File: src/rtl/pipe_ctrl_pkg.sv
// Shared definitions for the pipeline sequencer.
// Holds the sequencer state encoding and the default $v0 value that turns a
// syscall into a core halt.
package pipe_ctrl_pkg;

  // RUN: normal flow; MD_WAIT: frozen behind the mul/div unit; HALT: stopped
  typedef enum logic [1:0] {
    RUN     = 2'd0,
    MD_WAIT = 2'd1,
    HALT    = 2'd2
  } pctl_state_t;

  localparam logic [31:0] EXIT_CODE_DEFAULT = 32'd10;

endpackage

File: src/rtl/lu_hazard_detect.sv
// Load-use hazard comparator.
// Flags when the instruction in EX is a load whose destination register is
// read by the instruction currently in ID.
// Ports:
//   id_rs_i, id_rt_i           source registers of the ID instruction
//   id_rs_used_i, id_rt_used_i ID instruction really reads rs / rt
//   ex_ld_i, ex_reg_write_i    EX instruction is a load that writes the RF
//   ex_write_i                 destination register of the EX instruction
//   hazard_o                   1 = one bubble is required
module lu_hazard_detect #(
  parameter int REG_BITS = 5
) (
  input  logic [REG_BITS-1:0] id_rs_i,
  input  logic [REG_BITS-1:0] id_rt_i,
  input  logic                id_rs_used_i,
  input  logic                id_rt_used_i,
  input  logic                ex_ld_i,
  input  logic                ex_reg_write_i,
  input  logic [REG_BITS-1:0] ex_write_i,
  output logic                hazard_o
);

  logic rsMatch;
  logic rtMatch;

  // Register 0 is hardwired, so a load "into" it never creates a dependency.
  assign rsMatch  = id_rs_used_i && (id_rs_i == ex_write_i);
  assign rtMatch  = id_rt_used_i && (id_rt_i == ex_write_i);
  assign hazard_o = ex_ld_i && ex_reg_write_i && (ex_write_i != '0) && (rsMatch || rtMatch);

endmodule

File: src/rtl/pipe_hazard_ctrl.sv
// Central pipeline sequencer for the 5-stage MIPS core.
// Drives load enables and bubble clears of the PC and the IF/ID, ID/EX and
// EX/MEM registers for load-use bubbles, taken-branch flushes, mul/div
// freezes and halt on the exit syscall, and keeps statistics counters.
// Ports:
//   clk, rst                      clock, asynchronous active-high reset
//   id_*                          ID-stage source register info
//   ex_*                          EX-stage instruction info
//   md_done / md_start            handshake with the mul/div unit
//   pc_en, if_id_en, id_ex_en     register load enables (1 = load)
//   if_id_zero .. ex_mem_zero     synchronous bubble loads (1 = bubble)
//   halted                        core stopped
//   cycle_cnt, stall_cnt, flush_cnt  wrapping statistics counters
module pipe_hazard_ctrl
  import pipe_ctrl_pkg::*;
#(
  parameter int          CNT_BITS  = 32,
  parameter int          REG_BITS  = 5,
  parameter logic [31:0] EXIT_CODE = EXIT_CODE_DEFAULT
) (
  input  logic                clk,
  input  logic                rst,
  input  logic [REG_BITS-1:0] id_rs,
  input  logic [REG_BITS-1:0] id_rt,
  input  logic                id_rs_used,
  input  logic                id_rt_used,
  input  logic                ex_ld,
  input  logic                ex_RegWrite,
  input  logic [REG_BITS-1:0] ex_write,
  input  logic                ex_branch_taken,
  input  logic                ex_Syscall,
  input  logic [31:0]         ex_v0,
  input  logic                ex_md_req,
  input  logic                md_done,
  output logic                md_start,
  output logic                pc_en,
  output logic                if_id_en,
  output logic                id_ex_en,
  output logic                if_id_zero,
  output logic                id_ex_zero,
  output logic                ex_mem_zero,
  output logic                halted,
  output logic [CNT_BITS-1:0] cycle_cnt,
  output logic [CNT_BITS-1:0] stall_cnt,
  output logic [CNT_BITS-1:0] flush_cnt
);

  pctl_state_t         state_q, state_d;
  logic [CNT_BITS-1:0] cycle_q, cycle_d;
  logic [CNT_BITS-1:0] stall_q, stall_d;
  logic [CNT_BITS-1:0] flush_q, flush_d;
  logic                luHazard;
  logic                exitSys;
  logic                flushInc;

  lu_hazard_detect #(.REG_BITS(REG_BITS)) u_lu (
    .id_rs_i        (id_rs),
    .id_rt_i        (id_rt),
    .id_rs_used_i   (id_rs_used),
    .id_rt_used_i   (id_rt_used),
    .ex_ld_i        (ex_ld),
    .ex_reg_write_i (ex_RegWrite),
    .ex_write_i     (ex_write),
    .hazard_o       (luHazard)
  );

  assign exitSys = ex_Syscall && (ex_v0 == EXIT_CODE);

  // Output decode and next state. Outputs are combinational so a hazard is
  // acted on at the same edge it is detected. Priority in RUN: exit syscall,
  // mul/div, taken branch (the ID instruction is then wrong-path, so it beats
  // load-use), load-use.
  always_comb begin
    state_d     = state_q;
    pc_en       = 1'b1;
    if_id_en    = 1'b1;
    id_ex_en    = 1'b1;
    if_id_zero  = 1'b0;
    id_ex_zero  = 1'b0;
    ex_mem_zero = 1'b0;
    md_start    = 1'b0;
    halted      = 1'b0;
    flushInc    = 1'b0;
    case (state_q)
      RUN: begin
        if (exitSys) begin
          pc_en    = 1'b0;
          if_id_en = 1'b0;
          id_ex_en = 1'b0;
          state_d  = HALT;
        end else if (ex_md_req) begin
          md_start    = 1'b1;
          pc_en       = 1'b0;
          if_id_en    = 1'b0;
          id_ex_en    = 1'b0;
          ex_mem_zero = 1'b1;
          state_d     = MD_WAIT;
        end else if (ex_branch_taken) begin
          if_id_zero = 1'b1;
          id_ex_zero = 1'b1;
          flushInc   = 1'b1;
        end else if (luHazard) begin
          pc_en      = 1'b0;
          if_id_en   = 1'b0;
          id_ex_zero = 1'b1;
        end
      end
      MD_WAIT: begin
        // On the done cycle the mul/div leaves EX with default outputs; the
        // still-high ex_md_req is deliberately not looked at here.
        if (md_done) begin
          state_d = RUN;
        end else begin
          pc_en       = 1'b0;
          if_id_en    = 1'b0;
          id_ex_en    = 1'b0;
          ex_mem_zero = 1'b1;
        end
      end
      HALT: begin
        pc_en       = 1'b0;
        if_id_en    = 1'b0;
        id_ex_en    = 1'b0;
        ex_mem_zero = 1'b1;
        halted      = 1'b1;
      end
      default: state_d = RUN;
    endcase
    // Reset holds every register frozen and loading bubbles.
    if (rst) begin
      pc_en       = 1'b0;
      if_id_en    = 1'b0;
      id_ex_en    = 1'b0;
      if_id_zero  = 1'b1;
      id_ex_zero  = 1'b1;
      ex_mem_zero = 1'b1;
      md_start    = 1'b0;
      halted      = 1'b0;
      flushInc    = 1'b0;
    end
  end

  // Statistics: counting stops once halted; all counters wrap naturally.
  always_comb begin
    cycle_d = cycle_q;
    stall_d = stall_q;
    flush_d = flush_q;
    if (state_q != HALT) begin
      cycle_d = cycle_q + CNT_BITS'(1);
      if (!pc_en) stall_d = stall_q + CNT_BITS'(1);
    end
    if (flushInc) flush_d = flush_q + CNT_BITS'(1);
  end

  // State and counter registers.
  always_ff @(posedge clk or posedge rst) begin
    if (rst) begin
      state_q <= RUN;
      cycle_q <= '0;
      stall_q <= '0;
      flush_q <= '0;
    end else begin
      state_q <= state_d;
      cycle_q <= cycle_d;
      stall_q <= stall_d;
      flush_q <= flush_d;
    end
  end

  assign cycle_cnt = cycle_q;
  assign stall_cnt = stall_q;
  assign flush_cnt = flush_q;

endmodule

File: config.mk
export PLATFORM = sky130hd
export DESIGN_NAME = pipe_hazard_ctrl
export DESIGN_NICKNAME = d
export VERILOG_FILES = /design/src/rtl/pipe_ctrl_pkg.sv /design/src/rtl/lu_hazard_detect.sv /design/src/rtl/pipe_hazard_ctrl.sv
export SDC_FILE = /design/constraint.sdc
export NUM_CORES = 1
export LEC_CHECK = 0
export CAP_MARGIN = 20
export CELL_PAD_IN_SITES_DETAIL_PLACEMENT = 1
export CELL_PAD_IN_SITES_GLOBAL_PLACEMENT = 2
export CORE_MARGIN = 2
export CORE_UTILIZATION = 30
export DETAILED_ROUTE_END_ITERATION = 8
export PLACE_DENSITY_LB_ADDON = 0.1
export SLEW_MARGIN = 20
export SYNTH_ARGS = -nofsm -noshare
export SYNTH_HDL_FRONTEND = slang
export SYNTH_HIERARCHICAL = 1
export SYNTH_SLANG_ARGS = --single-unit
File: constraint.sdc
create_clock -name clk -period 9.6 [get_ports clk]
set_input_delay 2.4 -clock clk [delete_from_list [all_inputs] [get_ports clk]]
set_output_delay 2.4 -clock clk [all_outputs]
set_load 0.1 [all_outputs]
==> results of run 1 <==
## report_power, final
group	total, W	switching (W)	internal [W]
sequential	0.000467	0.0000315	0.000436
clock	0.000407	0.000169	0.000239
combinational	0.000326	0.000236	0.0000899
total	0.00120	0.000436	0.000765
## layout by cell type, fill, tap and decap left out, types with 2 or more instances in the layout
cell,Yosys,routed
nor4_1,8,8
nand4_1,18,18
nor4b_2,3,4
clkbuf_16,0,9
o21ai_0,4,4
nand2b_1,2,2
bufinv_16,0,2
buf_4,2,2
nor2b_1,2,2
and2_1,5,5
dfrtp_1,98,98
and3_1,31,31
ha_1,3,3
nand2_1,51,51
xor2_1,34,34
a21oi_1,2,2
xnor2_1,68,68
clkdlybuf4s50_1,0,160
nor3_2,3,3
nor2_1,29,29
nor3_1,3,3
nand3_2,5,5
mux2_2,3,3
inv_1,4,3
or4_1,2,2
and4_1,5,5
nand3_1,27,27
## sequential cells by signal, summed over array words and instances (netlist names)
signal / cells
stall_cnt: 32
flush_cnt: 32
cycle_cnt: 32
state_q: 2
## cells by family after synthesis
group | after synthesis
AOI/OAI and AO/OA | 13
xor gates and xnor gates | 103
adders and majority gates | 3
buffers and inverters | 13
DFF | 98
muxes | 3
and+or+nand+nor | 200
## layout make-up
type / count / area [um2] / area share (%)
sequential: 98 / 2450 / 35.5
tap: 211 / 264 / 3.82
clock buffer: 10 / 239 / 3.46
multi-input combinational: 322 / 2230 / 32.2
timing repair buffer: 162 / 1620 / 23.4
clock inverter: 6 / 96.3 / 1.39
inverter: 4 / 17.5 / 0.253
## routing by layer
| layer | GRT usage, % | up-vias | share of wire [%] |
|---|---|---|---|
| met5 | 0 | - | 0 |
| met4 | 5.82 | 0 | 2.2 |
| met3 | 4.10 | 21 | 4.6 |
| met2 | 27.3 | 85 | 50 |
| met1 | 19.4 | 1868 | 43 |
| li1 | - | 1813 | - |
## per-stage QoR
step                      hold slack, ns  area [um2]  util [%]  std cells  total power, W
after detailed placement           0.478        6580      42.9        797        0.000805
after global placement             0.457        6580      42.9        797        0.000801
after floorplan                    0.477        4750         -        433        0.000706
after CTS                          0.492        6910      45.1        813         0.00122
final                              0.478        6910      45.1        813         0.00120
after global routing               0.507        6910      45.1        813         0.00125
## worst max-delay path by stage
stage	from	endpoint	slack, ns	cells past startpoint
after floorplan	rst	id_ex_zero	0.31	2
after global placement	ex_write[2]	pc_en	1.39	9
after detailed placement	ex_write[2]	if_id_en	1.33	9
after CTS	ex_write[2]	if_id_en	1.32	9
after global routing	ex_write[2]	pc_en	1.05	9
final	ex_write[2]	pc_en	1.36	9
==> metrics.txt, run 1 <==
Worst R2R Setup Slack 7.01 ns; min-delay src flush_cnt[31]; htree depth 3; synth cell count leaders 98 x dfrtp_1, 68 x xnor2_1, 51 x nand2_1; WS Path Type in2out; syn_nets 493; final worst path period share 85.9%; Synth top area share 51.6%; slew margin rel. 30.3%; hold buffer count at cts 0; Critical Path RT 7.20 ns; HPWL after DPL roughly 10 mm; Clock Latency Late Sink about 0.35 ns; PnR worst setup slack 1.36 ns; Root Driver clkbuf_16; Routed WL 13.0 mm; synthesized area per cell 11.0 um2; Worst R2R Start state_q[0]; simple-gate share of the synthesized area 23.6%; Critical-path top delay cell clkdlybuf4s50_1; nets around 660; IO buf count 160; row count between 40 and 50; CP top delay family buffers and inverters; 1st-pass router iterations 4; TritonCTS Sinks 98; first-pass GRT wire length 21.1 mm; Core ar. ~15000 um2; mux contribution to synthesized area less than 1%; FF+latch count, synth 98; total number of yosys warnings 6; vias in the first global route 4098; Post-Synth Adder-Cell Area 0.791%; final setup violation count 0; die height 130 um; ANT nets after route 0; Starting Density 31.0%; Final Slew Violations 0; type of the tightest min-delay check reg2reg; final worst path period need 8.24 ns; f_max about 0.12 GHz; worst-case clock buffer depth 2; post-synthesis sequential area ratio 51.6%; CTS buffer count 9; top post-synthesis cells by area dfrtp_1 52%, xnor2_1 13%, xor2_1 6.3%, and3_1 4.1%, nand2_1 4.0%; dpl ws 1.33 ns; Max Cap Viol 0; pwr/cell area between 150 and 200 nW/um2; Resized Gates After CTS 0; I/O pin cnt 161; total track usage 15.9%; Worst VDD drop 0.000222 V; CP arrival about 6 ns; post-synthesis instance area 4750 um2; Hold Crit Endpoint flush_cnt[31]; Yosys cell types 42; top_reg_cell synth dfrtp_1; total die area 16900 um2; share of async-settable or async-resettable flops after synthesis 100%; Final Hold Fails 0; number of synthesized flops with an enable pin 0; fill cell count 1715; Crit Path Max Fanout 5; WL/cell 16.0 um; largest net degree at the start of global routing 62; gr ovfl total 0; outcome complete, no violations; initial antenna violation count 0; postcts setup bufs 0; Via density roughly 4.7; measured slew at the worst slew-check pin 1.04 ns; WP buf/inv 3; main combinational cell family by area after synthesis simple AND/OR/NAND/NOR gates; crit-path most repeated cell clkdlybuf4s50_1; hold depth 1; CP cell instances clkdlybuf4s50_1 > xor2_1 > nor4_1 > nand3_1 > a21oi_1 > inv_1 > o21ai_0 > o21ai_1 > clkdlybuf4s50_1; Final GP Congestion 0.778; Post-Synth XOR/XNOR Area 19.2%; DRC 0; leakage power 2.91 nW; diode count 0; CTS tree built; register clock-pin slew on the reported worst setup and hold paths 0.07 ns; CP endpoint kind primary output; cell count after synthesis 433; Layout area overhead 45.6%; Worst path max stage delay 1.04 ns; Clock Skews 0.00829 ns; layout cells sized above 1 under 10%; most numerous cell in the Yosys netlist dfrtp_1; final setup TNS 0 ns; startpoint type of the worst setup path input pin; RSZ-0062 raised after global routing false; Vias 3787; post-synthesis compound-gate area fraction between 2 and 3%; R2R Path End cycle_cnt[29]; initial DRC count approximately 120; R2R depth 6; Die Width 130 um; leading area contributor after synthesis dfrtp_1
(Power assumes the default switching activity.)
==> run 2: changes to the inputs <==
--- a/config.mk
+++ b/config.mk
@@ -11,6 +11,8 @@
 export CORE_MARGIN = 2
 export CORE_UTILIZATION = 30
 export DETAILED_ROUTE_END_ITERATION = 8
+export GPL_TIMING_DRIVEN = 0
+export HOLD_SLACK_MARGIN = 0.02
 export PLACE_DENSITY_LB_ADDON = 0.1
 export SLEW_MARGIN = 20
 export SYNTH_ARGS = -nofsm -noshare
==> run 2 against run 1 <==
Global-route usage down 0.42 points. Hold slack worse by 0.012 ns. Via count up 1.0%. Register-to-register slack better by 0.16 ns. Fmax down 2.3%. Routed wire length down 2.8%. First-iteration DRC count down 7.4%. Sequential share of layout area down 0.35 points. Clock skew up 0.0013 ns. Largest cell class unchanged.
==> metrics.txt, run 2 (synthesized netlist as in run 1, its figures left out) <==
Die Width 130 um (unchanged); HPWL after DPL 9.69 mm (-1.4%); total track usage 15.5% (-0.42 points); f_max 0.119 GHz (-2.3%); Via density 4.66 (about the same); Root Driver clkbuf_16; Final Hold Fails 0 (unchanged); largest net degree at the start of global routing 64 (+3.2%); CTS buffer count 9 (unchanged); ANT nets after route 0 (unchanged); first-pass GRT wire length 20.6 mm (-2.5%); initial DRC count 113 (-7.4%); outcome complete, no violations; final worst path period share 87.9% (+2.0 points); Core ar. 15300 um2 (unchanged); crit-path most repeated cell clkdlybuf4s50_1; Critical-path top delay cell clkdlybuf4s50_1; register clock-pin slew on the reported worst setup and hold paths 0.07 ns (about the same); hold depth 1 (unchanged); Hold WS 0.466 ns (-0.0122 ns); type of the tightest min-delay check reg2reg; CP startpoint ex_write[2]; Clock Skews 0.00959 ns (+0.00130 ns); Worst path max stage delay 0.96 ns (-0.08 ns); vias in the first global route 4027 (-1.7%); initial antenna violation count 0 (unchanged); Layout area overhead 47.0%; layout cells sized above 1 7.21% (+0.40 points); I/O pin cnt 161 (unchanged); diode count 0 (unchanged); R2R Path End flush_cnt[24]; TritonCTS Sinks 98 (unchanged); min-delay src stall_cnt[31]; slew margin rel. 30.0% (-0.37 points); leakage power 2.96 nW (+1.5%); total die area 16900 um2 (unchanged); final worst path period need 8.44 ns (+0.196 ns); Critical Path RT 7.20 ns (about the same); WS Path Type in2out; Routed WL 12.6 mm (-2.8%); IO buf count 160 (unchanged); Final Slew Violations 0 (unchanged); Final GP Congestion 0.787 (+1.2%); nets 665 (+1.2%); Crit Path Max Fanout 5 (unchanged); 1st-pass router iterations 4 (unchanged); Worst R2R Start state_q[0]; RSZ-0062 raised after global routing false; Clock Latency Late Sink 0.34 ns (about the same); htree depth 3 (unchanged); hold buffer count at cts 0 (unchanged); die height 130 um (unchanged); gr ovfl total 0 (unchanged); Starting Density 31.0% (unchanged); postcts setup bufs 0 (unchanged); most frequent cells in the layout 160 x clkdlybuf4s50_1, 98 x dfrtp_1, 68 x xnor2_1; final setup violation count 0 (unchanged); Resized Gates After CTS 0 (unchanged); Worst VDD drop 0.000201 V (-9.3%); worst-case clock buffer depth 2 (unchanged); Hold Crit Endpoint stall_cnt[31]; WL/cell 15.4 um (-3.7%); Max Cap Viol 0 (unchanged); CTS tree built; CP endpoint kind primary output; R2R depth 6 (unchanged); Vias 3826 (+1.0%); CP cell instances clkdlybuf4s50_1 > xor2_1 > nor4_1 > nand3_1 > a21oi_1 > inv_1 > o21ai_0 > o21ai_1 > buf_4 > clkdlybuf4s50_1; post-layout util 45.6% (+0.45 points); Worst R2R Setup Slack 7.17 ns (+0.16 ns); pwr/cell area 171 nW/um2 (-1.3%); leading cell type in the layout, fill and taps excluded clkdlybuf4s50_1; CP arrival 6.04 ns (+0.20 ns); measured slew at the worst slew-check pin 1.05 ns (+0.00553 ns); final setup TNS 0 ns (unchanged); row count 45 (unchanged); DRC 0 (unchanged); startpoint type of the worst setup path input pin
run 2: critical path: cells and delay by family:
kind | cells | cell delay (ns)
AOI/OAI and AO/OA | 3 | 1.31
xor gates and xnor gates | 1 | 0.19
buffers and inverters | 4 | 1.72
and+or+nand+nor | 2 | 0.40
run 2: per-stage QoR:
step / power, W / setup WS, ns / instances / area (um2)
floorplan: 0.000706 / 0.307 / 433 / 4750
global placement: 0.000802 / -1.45 / 804 / 6610
detailed placement: 0.000807 / 1.14 / 805 / 6650
CTS: 0.00122 / 1.12 / 821 / 6980
global route: 0.00124 / 0.933 / 821 / 6980
finish: 0.00120 / 1.16 / 821 / 6980
run 2: layout make-up:
type	count	area [um2]
repair buffers	161	1630
flip-flops and latches	98	2450
clock inverters	5	82.6
fillers	1708	8330
plain buffers	9	60.1
well taps	211	264
clock buffers	11	253
inverters	4	20.0
multi-input cells	322	2220
run 2: worst max path at each step:
stage / to / depth (start not counted)
after floorplan: id_ex_zero / 2
after global placement: pc_en / 6
after detailed placement: pc_en / 10
after CTS: pc_en / 10
after global routing: pc_en / 10
final: pc_en / 10
run 2: power breakdown:
part           internal [W]  switching, W  total, W
clock              0.000244      0.000158  0.000402
sequential         0.000436     0.0000319  0.000468
combinational     0.0000918      0.000235  0.000327
run 2: routing by layer:
metal | wire length [um] | part of all wire (%) | up-vias | GRT usage [%]
met4 | 162 | 1.3 | 0 | 4.93
li1 | - | - | 1826 | -
met1 | 5270 | 42 | 1917 | 18.7
met2 | 6470 | 51 | 73 | 26.5
met5 | 0 | 0 | - | 0
met3 | 721 | 5.7 | 10 | 4.84
==> run 3: changes to the inputs <==
--- a/config.mk
+++ b/config.mk
@@ -5,6 +5,7 @@
 export SDC_FILE = /design/constraint.sdc
 export NUM_CORES = 1
 export LEC_CHECK = 0
+export ABC_AREA = 1
 export CAP_MARGIN = 20
 export CELL_PAD_IN_SITES_DETAIL_PLACEMENT = 1
 export CELL_PAD_IN_SITES_GLOBAL_PLACEMENT = 2
==> run 3 against run 2 <==
Synthesized cell count is 96% higher. Fmax is 9.0% higher. Global-route usage up 3.3 points. First-iteration DRC count increased by 85%. Hold slack better by 0.040 ns. Via count up 55%. Register-to-register slack better by 0.32 ns. Sequential power down 12%. Clock power up 2%. Final cell count grew 58%. Non-clock buffer count is 9 higher. Critical path type unchanged. Critical endpoint unchanged. Largest cell class is now multi-input combinational cells. Highest routed layer unchanged.
==> metrics.txt, run 3 <==
Starting Density 30.8% (-0.24 points); R2R depth 9 (+3); FF+latch count, synth 98 (unchanged); mux contribution to synthesized area 0% (-0.71 points); pwr/cell area 102 nW/um2 (-40%); syn_nets 908 (+84%); leakage power 3.71 nW (+25%); simple-gate share of the synthesized area 36.6% (+13 points); die height 148 um (+14%); Routed WL 19.5 mm (+54%); postcts setup bufs 0 (unchanged); Layout area overhead 36.8%; total number of yosys warnings 6 (unchanged); final worst path period share 80.6% (-7.3 points); TritonCTS Sinks 98 (unchanged); main combinational cell family by area after synthesis simple AND/OR/NAND/NOR gates; CTS tree built; synthesized area per cell 7.36 um2 (-33%); DRC 0 (unchanged); Final GP Congestion 0.775 (-1.6%); final setup violation count 0 (unchanged); ANT nets after route 0 (unchanged); Seq. cell area 2450 um2 (unchanged); Resized Gates After CTS 0 (unchanged); RSZ-0062 raised after global routing false; final worst path period need 7.74 ns (-0.698 ns); WS Path Type in2out; I/O pin cnt 161 (unchanged); post-synthesis sequential area ratio 39.3% (-12 points); initial DRC count 209 (+85%); number of synthesized flops with an enable pin 0 (unchanged); slew margin rel. 28.0% (-2.0 points); nets 1080 (+62%); largest net degree at the start of global routing 71 (+11%); share of async-settable or async-resettable flops after synthesis 100% (unchanged); Core ar. 20300 um2 (+33%); Post-DP Area 8220 um2 (+24%); fin area 8540 um2 (+22%); Via density 4.59 (-1.6%); Yosys cell types 34 (-19%); Worst R2R Setup Slack 7.49 ns (+0.32 ns); Vias 5934 (+55%); Root Driver clkbuf_16; post-layout util 42.1% (-3.5 points); htree depth 3 (unchanged); type of the tightest min-delay check reg2reg; Post-Synth XOR/XNOR Area 12.2% (-7.0 points); initial antenna violation count 0 (unchanged); post-synthesis compound-gate area fraction 3.39% (+0.86 points); IO buf count 160 (unchanged); top post-synthesis cells by area dfrtp_1 39%, nand2_1 15%, xor2_1 6.7%, inv_1 5.9%, xnor2_1 5.5%; min-delay src cycle_cnt[24]; CTS buffer count 9 (unchanged); synth cell count leaders 248 x nand2_1, 98 x dfrtp_1, 98 x inv_1; R2R Path End flush_cnt[26]; vias in the first global route 6284 (+56%); f_max 0.129 GHz (+9.0%); row count 52 (+16%); CP arrival 5.34 ns (-0.70 ns); layout cells sized above 1 8.01% (+0.79 points); most frequent cells in the layout 248 x nand2_1, 160 x clkdlybuf4s50_1, 98 x inv_1, 98 x dfrtp_1, 85 x nor2_1; worst-case clock buffer depth 2 (unchanged); total die area 22000 um2 (+30%); Post-Synth Adder-Cell Area 0.601% (-0.19 points); measured slew at the worst slew-check pin 1.08 ns (+0.0292 ns); HPWL after DPL 15.3 mm (+57%); first-pass GRT wire length 33.3 mm (+62%); diode count 0 (unchanged); Critical Path RT 7.20 ns (about the same); leading cell type in the layout, fill and taps excluded nand2_1; Synth top area share 39.3% (-12 points); CP endpoint kind primary output; Worst R2R Start flush_cnt[1]; hold depth 1 (unchanged); Worst VDD drop 0.0000740 V (-63%); register clock-pin slew on the reported worst setup and hold paths 0.07 ns (about the same); fill cell count 2542 (+49%); Final Hold Fails 0 (unchanged); Clock Latency Late Sink 0.35 ns (about the same); hold buffer count at cts 0 (unchanged); Hold Crit Endpoint cycle_cnt[24]; Final Slew Violations 0 (unchanged); WL/cell 15.0 um (-2.2%); final setup TNS 0 ns (unchanged); total track usage 18.9% (+3.3 points); leading area contributor after synthesis dfrtp_1; gr ovfl total 0 (unchanged); Die Width 148 um (+14%); outcome complete, no violations; Clock Skews 0.0104 ns (+0.000780 ns); Max Cap Viol 0 (unchanged); top_reg_cell synth dfrtp_1; startpoint type of the worst setup path input pin; 1st-pass router iterations 4 (unchanged); multi-input logic area 3300 um2 (+49%); post-synthesis instance area 6240 um2 (+32%); most numerous cell in the Yosys netlist nand2_1; cell count after synthesis 848 (+96%); Crit Path Max Fanout 10 (+5)
run 3: metal layers:
layer / part of all wire [%] / track usage (%)
met5: 0 / 0
met4: 0.75 / 3.29
met3: 4.7 / 4.36
met2: 47 / 32.0
met1: 47 / 24.9
run 3: cell type report:
type | count | area share, %
Buffer | 18 | 1.16
Clock buffer | 10 | 2.80
Clock inverter | 5 | 0.996
Inverter | 105 | 4.67
Multi-Input combinational cell | 627 | 38.6
Sequential cell | 98 | 28.7
Tap cell | 270 | 3.96
Timing Repair Buffer | 161 | 19.1
run 3: through the flow:
| stage | hold slack (ns) | setup slack (ns) | total power, W | std cells |
|---|---|---|---|---|
| finish | 0.506 | 1.86 | 0.000873 | 1294 |
| global route | 0.535 | 1.59 | 0.000907 | 1294 |
| CTS | 0.512 | 1.77 | 0.000890 | 1294 |
| detailed placement | 0.502 | 1.78 | 0.000473 | 1279 |
| global placement | 0.487 | -1.95 | 0.000472 | 1278 |
| floorplan | 0.478 | 0.498 | 0.000441 | 848 |
run 3: critical path: stages:
cell	delay, ns
clkdlybuf4s50_1	0.55
inv_2	0.06
nand2_2	0.05
nand2_1	0.06
nor2_1	0.11
nand3_1	0.07
a21oi_1	0.17
inv_1	0.08
nor2_1	0.10
nand2_1	0.07
nand3_2	0.14
buf_2	0.26
inv_1	0.12
buf_4	0.14
clkdlybuf4s50_1	0.95
run 3: how the worst max path moves through the flow:
| stage | startpoint | slack [ns] | endpoint | cells past startpoint |
|---|---|---|---|---|
| floorplan | rst | 0.50 | id_ex_zero | 2 |
| global placement | rst | -1.95 | pc_en | 7 |
| detailed placement | ex_write[4] | 1.78 | pc_en | 15 |
| finish | ex_write[4] | 1.86 | pc_en | 15 |
| CTS | ex_write[4] | 1.77 | pc_en | 15 |
| global route | ex_write[4] | 1.59 | pc_en | 15 |
run 3: kinds of logic (layout without fill, tap and decap cells):
group / Yosys count / after routing
AND/OR/NAND/NOR: 496 / 496
adder cells (fa/ha/maj): 3 / 3
flip-flops: 98 / 98
AO/OA/AOI/OAI: 41 / 41
buffers and inverters: 123 / 299
XOR/XNOR: 87 / 87
run 3: report_power, final:
part / internal (W) / switching [W] / total [W]
sequential: 0.000412 / 0 / 0.000412
combinational: 0.0000263 / 0.0000246 / 0.0000509
clock: 0.000237 / 0.000173 / 0.000410
